<file path="config.mk">
export PLATFORM = sky130hd
export DESIGN_NAME = input_realignment_window
export DESIGN_NICKNAME = d
export VERILOG_FILES = /design/src/rtl/input_realignment_window_pkg.sv /design/src/rtl/input_realignment_window_shifter.sv /design/src/rtl/input_realignment_window.sv
export SDC_FILE = /design/constraint.sdc
export NUM_CORES = 1
export LEC_CHECK = 0
export CAP_MARGIN = 0
export CORE_MARGIN = 2
export CORE_UTILIZATION = 50
export CTS_BUF_LIST = sky130_fd_sc_hd__clkbuf_8
export DETAILED_ROUTE_END_ITERATION = 10
export GPL_TIMING_DRIVEN = 0
export PLACE_DENSITY = 0.79
export SYNTH_ARGS = -nofsm -noshare
export SYNTH_HDL_FRONTEND = slang
export SYNTH_SLANG_ARGS = --single-unit
</file>
<file path="constraint.sdc">
create_clock -name clk -period 2.1 [get_ports clk]
set_clock_uncertainty 0.1 [all_clocks]
set_input_delay 0.63 -clock clk [delete_from_list [all_inputs] [get_ports clk]]
set_output_delay 0.63 -clock clk [all_outputs]
set_load 0.01 [all_outputs]
</file>
<file path="src/rtl/input_realignment_window_pkg.sv">
// Shared types and constants for the input realignment window.
//
// The activation word is N_DIM_ARRAY signed lanes of ACT_DATA_WIDTH bits each.
// Lane 0 sits in the least significant bits. OFFSET_W is wide enough to hold
// any lane index. zeroTail clears the lanes at and above a given lane count.
// A lane count of 0 means the whole word is valid.
package input_realignment_window_pkg;

    localparam int N_DIM_ARRAY    = 8;
    localparam int ACT_DATA_WIDTH = 8;
    localparam int CNT_W          = 16;
    localparam int OFFSET_W       = $clog2(N_DIM_ARRAY);
    localparam int WORD_W         = N_DIM_ARRAY * ACT_DATA_WIDTH;

    typedef logic signed [ACT_DATA_WIDTH-1:0] act_t;
    typedef act_t [N_DIM_ARRAY-1:0] act_word_t;

    typedef enum logic [2:0] {
        IDLE,
        PRIME,
        STREAM,
        DRAIN,
        DONE
    } realign_state_t;

    // Mirrors the writer's right padding: lanes at and above 'lanes' read as zero.
    function automatic act_word_t zeroTail(input act_word_t w, input logic [OFFSET_W-1:0] lanes);
        act_word_t r;
        r = w;
        for (int i = 0; i < N_DIM_ARRAY; i++) begin
            if (lanes != '0 && i >= int'(lanes)) begin
                r[i] = '0;
            end
        end
        return r;
    endfunction

endpackage

</file>
<file path="src/rtl/input_realignment_window_shifter.sv">
// realign_lane_shifter: combinational lane extractor.
//
// Ports:
//   held_i     - previously accepted word; forms lanes 0..N-1 of the combined vector
//   in_word_i  - current input word; forms lanes N..2N-1 of the combined vector
//   offset_i   - first useful lane
//   shifted_o  - combined[offset_i + i] for each lane i, or in_word_i when offset_i is 0
module realign_lane_shifter
    import input_realignment_window_pkg::*;
(
    input  act_word_t                held_i,
    input  act_word_t                in_word_i,
    input  logic [OFFSET_W-1:0]      offset_i,
    output act_word_t                shifted_o
);

    logic [2*WORD_W-1:0] combined;

    // Zero offset never primes a held word, so the current word passes straight
    // through. Otherwise, shift the two-word window down by whole lanes.
    always_comb begin
        combined = {in_word_i, held_i};
        if (offset_i == '0) begin
            shifted_o = in_word_i;
        end else begin
            shifted_o = WORD_W'(combined >> (int'(offset_i) * ACT_DATA_WIDTH));
        end
    end

endmodule

</file>
<file path="src/rtl/input_realignment_window.sv">
// input_realignment_window: re-extracts a contiguous activation stream that
// starts at a lane offset inside word-aligned memory words.
//
// Ports:
//   clk, reset              - clock, synchronous active-high reset
//   start                   - one-cycle pulse; latches offset/num_out_words/last_lanes when idle
//   offset                  - first valid lane in the first input word
//   num_out_words           - number of realigned words to produce
//   last_lanes              - valid lanes in the final output word (0 = all)
//   in_word/in_valid/in_ready     - memory-side valid/ready input
//   out_word/out_valid/out_ready  - array-side valid/ready output (registered)
//   busy                    - high whenever not IDLE
//   done                    - one-cycle pulse after the final output is accepted
//
// Optional build macro INPUT_REALIGN_TAIL_ZERO_EN: zeroes lanes >= last_lanes
// in the final output word. Without it, last_lanes is ignored.
module input_realignment_window
    import input_realignment_window_pkg::*;
(
    input  logic                 clk,
    input  logic                 reset,
    input  logic                 start,
    input  logic [OFFSET_W-1:0]  offset,
    input  logic [CNT_W-1:0]     num_out_words,
    input  logic [OFFSET_W-1:0]  last_lanes,
    input  act_word_t            in_word,
    input  logic                 in_valid,
    output logic                 in_ready,
    output act_word_t            out_word,
    output logic                 out_valid,
    input  logic                 out_ready,
    output logic                 busy,
    output logic                 done
);

    realign_state_t       state_q;
    logic [OFFSET_W-1:0]  offset_q;
    logic [CNT_W-1:0]     numOut_q;
    logic [CNT_W-1:0]     outCnt_q;
    logic [CNT_W-1:0]     outCnt_d;
    act_word_t            held_q;
    act_word_t            outWord_q;
    act_word_t            outWord_d;
    act_word_t            shifted;
    logic                 outValid_q;
    logic                 done_q;
    logic                 lastLoad;
    logic                 inFire;
    logic                 outFire;

`ifdef INPUT_REALIGN_TAIL_ZERO_EN
    logic [OFFSET_W-1:0]  lastLanes_q;
`else
    logic                 unusedLastLanes;
    assign unusedLastLanes = ^last_lanes;
`endif

    realign_lane_shifter u_shifter (
        .held_i    (held_q),
        .in_word_i (in_word),
        .offset_i  (offset_q),
        .shifted_o (shifted)
    );

    // Next output word and count, and the input-side ready decode. In STREAM,
    // input is taken only when the output register is free or emptying this
    // cycle, so a stalled output word is never overwritten.
    always_comb begin
        outCnt_d  = outCnt_q + CNT_W'(1);
        lastLoad  = (outCnt_d == numOut_q);
        outWord_d = shifted;
`ifdef INPUT_REALIGN_TAIL_ZERO_EN
        if (lastLoad) begin
            outWord_d = zeroTail(shifted, lastLanes_q);
        end
`endif
        case (state_q)
            PRIME:   in_ready = 1'b1;
            STREAM:  in_ready = !outValid_q || out_ready;
            default: in_ready = 1'b0;
        endcase
    end

    assign inFire    = in_valid && in_ready;
    assign outFire   = outValid_q && out_ready;
    assign out_word  = outWord_q;
    assign out_valid = outValid_q;
    assign busy      = (state_q != IDLE);
    assign done      = done_q;

    // Control FSM plus datapath registers. An accepted output clears out_valid
    // unless a new word loads in the same cycle, which keeps the stream bubble-free.
    always_ff @(posedge clk) begin
        if (reset) begin
            state_q     <= IDLE;
            offset_q    <= '0;
            numOut_q    <= '0;
            outCnt_q    <= '0;
            held_q      <= '0;
            outWord_q   <= '0;
            outValid_q  <= 1'b0;
            done_q      <= 1'b0;
`ifdef INPUT_REALIGN_TAIL_ZERO_EN
            lastLanes_q <= '0;
`endif
        end else begin
            done_q <= 1'b0;
            if (outFire) begin
                outValid_q <= 1'b0;
            end
            case (state_q)
                IDLE: begin
                    if (start) begin
                        offset_q <= offset;
                        numOut_q <= num_out_words;
                        outCnt_q <= '0;
`ifdef INPUT_REALIGN_TAIL_ZERO_EN
                        lastLanes_q <= last_lanes;
`endif
                        if (num_out_words == '0) begin
                            state_q <= DONE;
                        end else if (offset == '0) begin
                            state_q <= STREAM;
                        end else begin
                            state_q <= PRIME;
                        end
                    end
                end
                PRIME: begin
                    if (inFire) begin
                        held_q  <= in_word;
                        state_q <= STREAM;
                    end
                end
                STREAM: begin
                    if (inFire) begin
                        outWord_q  <= outWord_d;
                        held_q     <= in_word;
                        outValid_q <= 1'b1;
                        outCnt_q   <= outCnt_d;
                        if (lastLoad) begin
                            state_q <= DRAIN;
                        end
                    end
                end
                DRAIN: begin
                    if (outFire) begin
                        state_q <= DONE;
                    end
                end
                DONE: begin
                    done_q  <= 1'b1;
                    state_q <= IDLE;
                end
                default: state_q <= IDLE;
            endcase
        end
    end

endmodule
</file>
* Yosys cells after proc, flatten, opt, wreduce, memory -nomap -nowiden *
Cells that the tools add are included.

word-level totals
  memories kept = 0
  input port bits = 91
  register bits = 168
  bits in writable memories = 0
  bits in latches = 0
  word-level logic and storage cells = 67
  output and inout port bits = 68
  memory bits (read-only) = 0

operators by class
  order comparisons = 0
  shifts and indexed selects = 1
  multiplexer cells = 17
  multiply operators = 0
  bitwise gates (word level) = 0
  $add $sub $neg = 1
  equal/unequal tests = 10
  divide/modulo/power cells = 0
  reductions and logical operators = 16

operator list
  operator                                             number
  right shift 128 x 6 -> 64 bit                        1
  two-way mux 64 bit                                   1
  two-way mux 16 bit                                   2
  one-hot mux 16 bit (2 select lines)                  1
  two-way mux 3 bit                                    6
  adder 16 x 1 -> 16 bit, second input constant        1
  equality test 16 bit                                 1
  zero test 16 bit                                     1
  one-hot mux 3 bit (4 select lines)                   1
  != test 2 bit, second input constant                 5
  zero test 3 bit                                      3
  equality test 3 x 2 -> 1 bit, second input constant  2
  AND reduction 2 bit                                  3
  AND reduction 5 bit                                  1
  two-way mux 1 bit                                    4
  equality test 3 x 1 -> 1 bit, second input constant  1
  equality test 3 bit, second input constant           1
  AND reduction 3 bit                                  1
  nonzero test 3 bit                                   1
  logical AND 1 bit                                    2
  two-way mux 2 bit                                    1
  one-hot mux 1 bit (2 select lines)                   1
  nonzero test 2 bit                                   1
  OR reduction 2 bit                                   1
  2 further kinds                                      2

* Logic depth before layout (Yosys ltp) *
  depth after elaboration = 6
  mapped depth = 9
  depth with buffers taken out = 7

* Modules after synthesis *
A second synthesis with hierarchy kept.

second synthesis, totals
  cells, all modules = 1,353
  area, all modules = 9,987.1 µm²

by module, submodules not included
  module                    area each (µm²)  cells an instance  instances  sequential area each (µm²)
  input_realignment_window  6,615.1          849                1          3,363.2
  realign_lane_shifter      3,372.0          504                1          0.0

* Worst setup path before layout *
Ideal clock, no wire load.

  path type = flip-flop to flip-flop
  start point = register outCnt_q[0]
  end point = register state_q[2]
  cell stages (with the launch flop) = 8
  path buffers = 0
  data arrival time = 2.115 ns
  period minus slack after synthesis = 2.319 ns
  setup time = 0.103 ns
  slack = -0.219 ns
  cell sequence = dfxtp_1 > ha_1 > nand3_4 > nor4_4 > xnor2_1 > a2111oi_4 > nand4_2 > a2111oi_2

between the ends
  cells in the longest elaborated chain, start to end = 4

ends and longest elaborated chain
  what                                  line                             text
  from (decl)                           input_realignment_window.sv:39   logic [CNT_W-1:0] outCnt_q;
  from (signal assigned)                input_realignment_window.sv:140  outCnt_q <= outCnt_d;
  adder 16 x 1 -> 16 bit                input_realignment_window.sv:69   outCnt_d = outCnt_q + CNT_W'(1);
  equality test 16 bit                  input_realignment_window.sv:70   lastLoad = (outCnt_d == numOut_q);
  != test 2 bit (no source line)        n/a
  AND reduction 5 bit (no source line)  n/a
  to (signal assigned)                  input_realignment_window.sv:95   state_q <= IDLE;
  to (signal assigned)                  input_realignment_window.sv:121  state_q <= DONE;
  to (signal assigned)                  input_realignment_window.sv:123  state_q <= STREAM;
  to (decl)                             input_realignment_window.sv:36   realign_state_t state_q;

No other way between the ends.
A chain may end at the register's enable or synchronous reset.

* Worst setup path after layout *
  start point = register outCnt_q[1]
  end point = register state_q[2]

The elaborated chain is that of the path after synthesis.

==> results.md <==
- Outcome: complete, but fails checks
- Failing checks: negative setup slack
- H-tree levels: 4
- Tot Pwr: between 10,000 and 15,000 uW
- Routability Congestion: approximately 0.99
- Hpwl dp: between 30,000 and 40,000 um
- Cts bufs inserted: 17
- Die height: ~140 um
- Final wirelength: 42,800 um
- Sink Count: 160
- Synth top area share: between 30% and 40%
- Root Driver: clkbuf_8
- RSZ-0062 raised after global routing: true
- Post-route cell area: around 0.013 mm2
- Yosys warnings: 0
- Placed Area: ~0.011 mm2
- Synth area leaders: dfxtp_1 (33%), mux4_2 (11%), nand2_1 (8.1%)
- Power density cells: between 900 and 1000 mW/mm2
- Num rows: 50
- First-pass GRT wire length: around 62,000 um
- CTS Buffer Depth: 2
- Post-synth top cells: nand2_1 (207), dfxtp_1 (160), nor2_1 (160), a21oi_1 (152), clkbuf_1 (76)
- Final setup vio count: 4
- Pre-CTS WS: -1340 ps
- Routed len/inst: ~26 um
- Lkg Pwr: approximately 0.0050 uW
- Area of the multi-input gates: between 0.006 and 0.007 mm2
- Fraction of registers with async set/reset: 0%
- Max Fanout on Critical Path: 4
- Min Tclk post-route: approximately 2300 ps
- Layout cells sized above 1: a little over a fifth
- Routed vias/inst: between 6 and 7
- GRT Overall Usage: 41.5%
- Initial DRC Count: 1,238
- Post-DRT Antenna Nets: 0
- PortBufs: 154
- Mapped Nets: about 1,300
- Final period util: 111%
- TritonCTS clock tree: built
- Final non-filler cell total: 1,650
- Top_reg_cell synth: dfxtp_1
- Die Area: ~0.020 mm2
- Final setup margin: -229 ps
- Cells after Synth: about 1,200
- Placed Cells: ~1,600
- Setup TNS: -471 ps
- Critical Path Source Type: flip-flop
- Worst EP required: 2370 ps
- Core area: between 0.015 and 0.02 mm2
- Max Freq: about 0.43 GHz
- Synth cell types: 55
- Initial antenna violation count: 1
- Slew @ Worst Pin: approximately 950 ps
- Diodes inserted: 0
- CP Capture Type: flip-flop
- Register area: around 0.0032 mm2
- Largest net degree at the start of global routing: 17
- WS Path Type: flip-flop to flip-flop
- Vias in the first global route: just under 10,000
- Synth-to-layout area growth: 34.8%
- Slew Limit Fails: 0
- Post-synth EDFFs: 0
- Drt drc: 0
- Initial Util: between 50% and 60%
- Clock slew at reported path FFs: roughly 100 ps
- Die Width: ~140 um
- Fill count: 1,587
- CP arrival: between 2000 and 3000 ps
- Most frequent cell after synthesis: nand2_1
- Post-synthesis sequential area ratio: 33.4%
- Grt total ovfl: 0
- Slew HR: 36.6%
- Total Nets Final: between 1,000 and 1,500
- Seq cells post-synth: 160
- Pre-antenna DRT Iters: 6
- Vias: between 10,000 and 15,000
- I/O pin cnt: ~160
- Synth Area per Inst: just under 8 um2
- HP Class: flip-flop to flip-flop
- Netlist Area Pre-Place: roughly 0.0096 mm2
- Fin. Hold Viols: 0
- Peak VDD IR: between 0.5 and 0.6 mV
- Leading area contributor after synthesis: dfxtp_1
- Max_cap viols: 0
- Worst-Skew Late Latency: around 480 ps
[critical path, stage by stage, from the launching register on]
cell and delay, ps:
dfxtp_4 360, ha_4 150, nand3_4 120, nor4_4 390, xnor2_2 120, a2111oi_4 400
nand4_4 190, a2111oi_4 390
[area by class of cell]
class / count / share of cell area (%)
Timing Repair Buffer: 181 / 13.5
Clock buffer: 17 / 1.81
Buffer: 106 / 5.53
Tap cell: 234 / 2.26
Clock inverter: 13 / 0.995
Multi-Input combinational cell: 921 / 50.4
Sequential cell: 160 / 25.0
Inverter: 18 / 0.522
[metrics by stage]
stage | utilization, % | hold WS (ps)
final | 69.0 | 360
after global routing | 69.0 | 385
after CTS | 66.3 | 361
after detailed placement | 61.1 | 347
after global placement | 61.1 | 339
after floorplan | - | 333
[per-layer routing]
layer,part of all wire [%],vias to the layer above,GRT usage [%]
li1,-,4702,-
met1,40,5151,56.4
met2,43,807,61.8
met3,13,143,11.9
met4,4.8,2,17.9
met5,0.030,-,0
[power by group]
| part | total, uW | internal (uW) | switching [uW] | leakage, uW |
|---|---|---|---|---|
| sequential | 3990 | 3520 | 462 | 0.00131 |
| combinational | 6060 | 2350 | 3710 | 0.00353 |
| clock | 2270 | 948 | 1330 | 0.000174 |
| total | 12300 | 6820 | 5490 | 0.00501 |
[flip-flops by register name, summed over array words and instances, names as in the netlist]
| register | flops |
|---|---|
| offset_q | 3 |
| out_word | 64 |
| done | 1 |
| numOut_q | 16 |
| state_q | 3 |
| held_q | 56 |
| out_valid | 1 |
| outCnt_q | 16 |
[cell families (layout without fill, tap and decap cells)]
kind of cell / count (synthesis) / count (layout) / share of synthesized area (%)
xor+xnor: 19 / 19 / 1.73
simple gates: 490 / 490 / 22.7
flops: 160 / 160 / 33.4
buf+inv: 127 / 335 / 5.32
fa+ha+maj: 1 / 1 / 0.130
mux: 113 / 113 / 17.8
compound gates: 298 / 298 / 18.9
[timing repair]
item / 4_1_cts / 5_1_grt
setup buffers: 15 / 12
endpoints found under the setup margin: 196 / 137
pin swaps: 17 / 16
resized for setup: 216 / 128
hold buffers: 0 / 0
[placed cells by master, fill, tap and decap left out, types with 9 or more instances in the layout]
cell,Yosys,routed
a211oi_1,45,23
a211oi_2,0,18
a21oi_1,152,149
a311oi_1,12,9
buf_4,0,30
buf_6,0,15
buf_8,0,9
clkbuf_1,76,29
clkbuf_2,1,32
clkbuf_8,0,19
clkdlybuf4s50_1,0,87
dfxtp_1,160,145
dfxtp_2,0,9
dlygate4sd2_1,0,44
dlymetal6s2s_1,0,20
inv_1,18,18
mux2_2,16,16
mux2i_1,52,34
mux2i_2,0,14
mux4_2,45,45
nand2_1,207,206
nand2b_1,12,11
nand3_1,14,13
nor2_1,160,154
nor3_1,33,18
o211ai_1,21,21
o21ai_0,38,35
xnor2_1,11,9
[final timing paths]
| check | from | end | slack [ps] | cells past startpoint |
|---|---|---|---|---|
| worst max register to register | outCnt_q[1] | state_q[2] | -230 | 7 |
| worst max-delay path | outCnt_q[1] | state_q[2] | -230 | 7 |
| worst min register to register | held_q[15] | held_q[15] | 360 | 2 |
| worst min-delay path | held_q[15] | held_q[15] | 360 | 2 |
No activity file was read; power rests on OpenSTA's default activity.
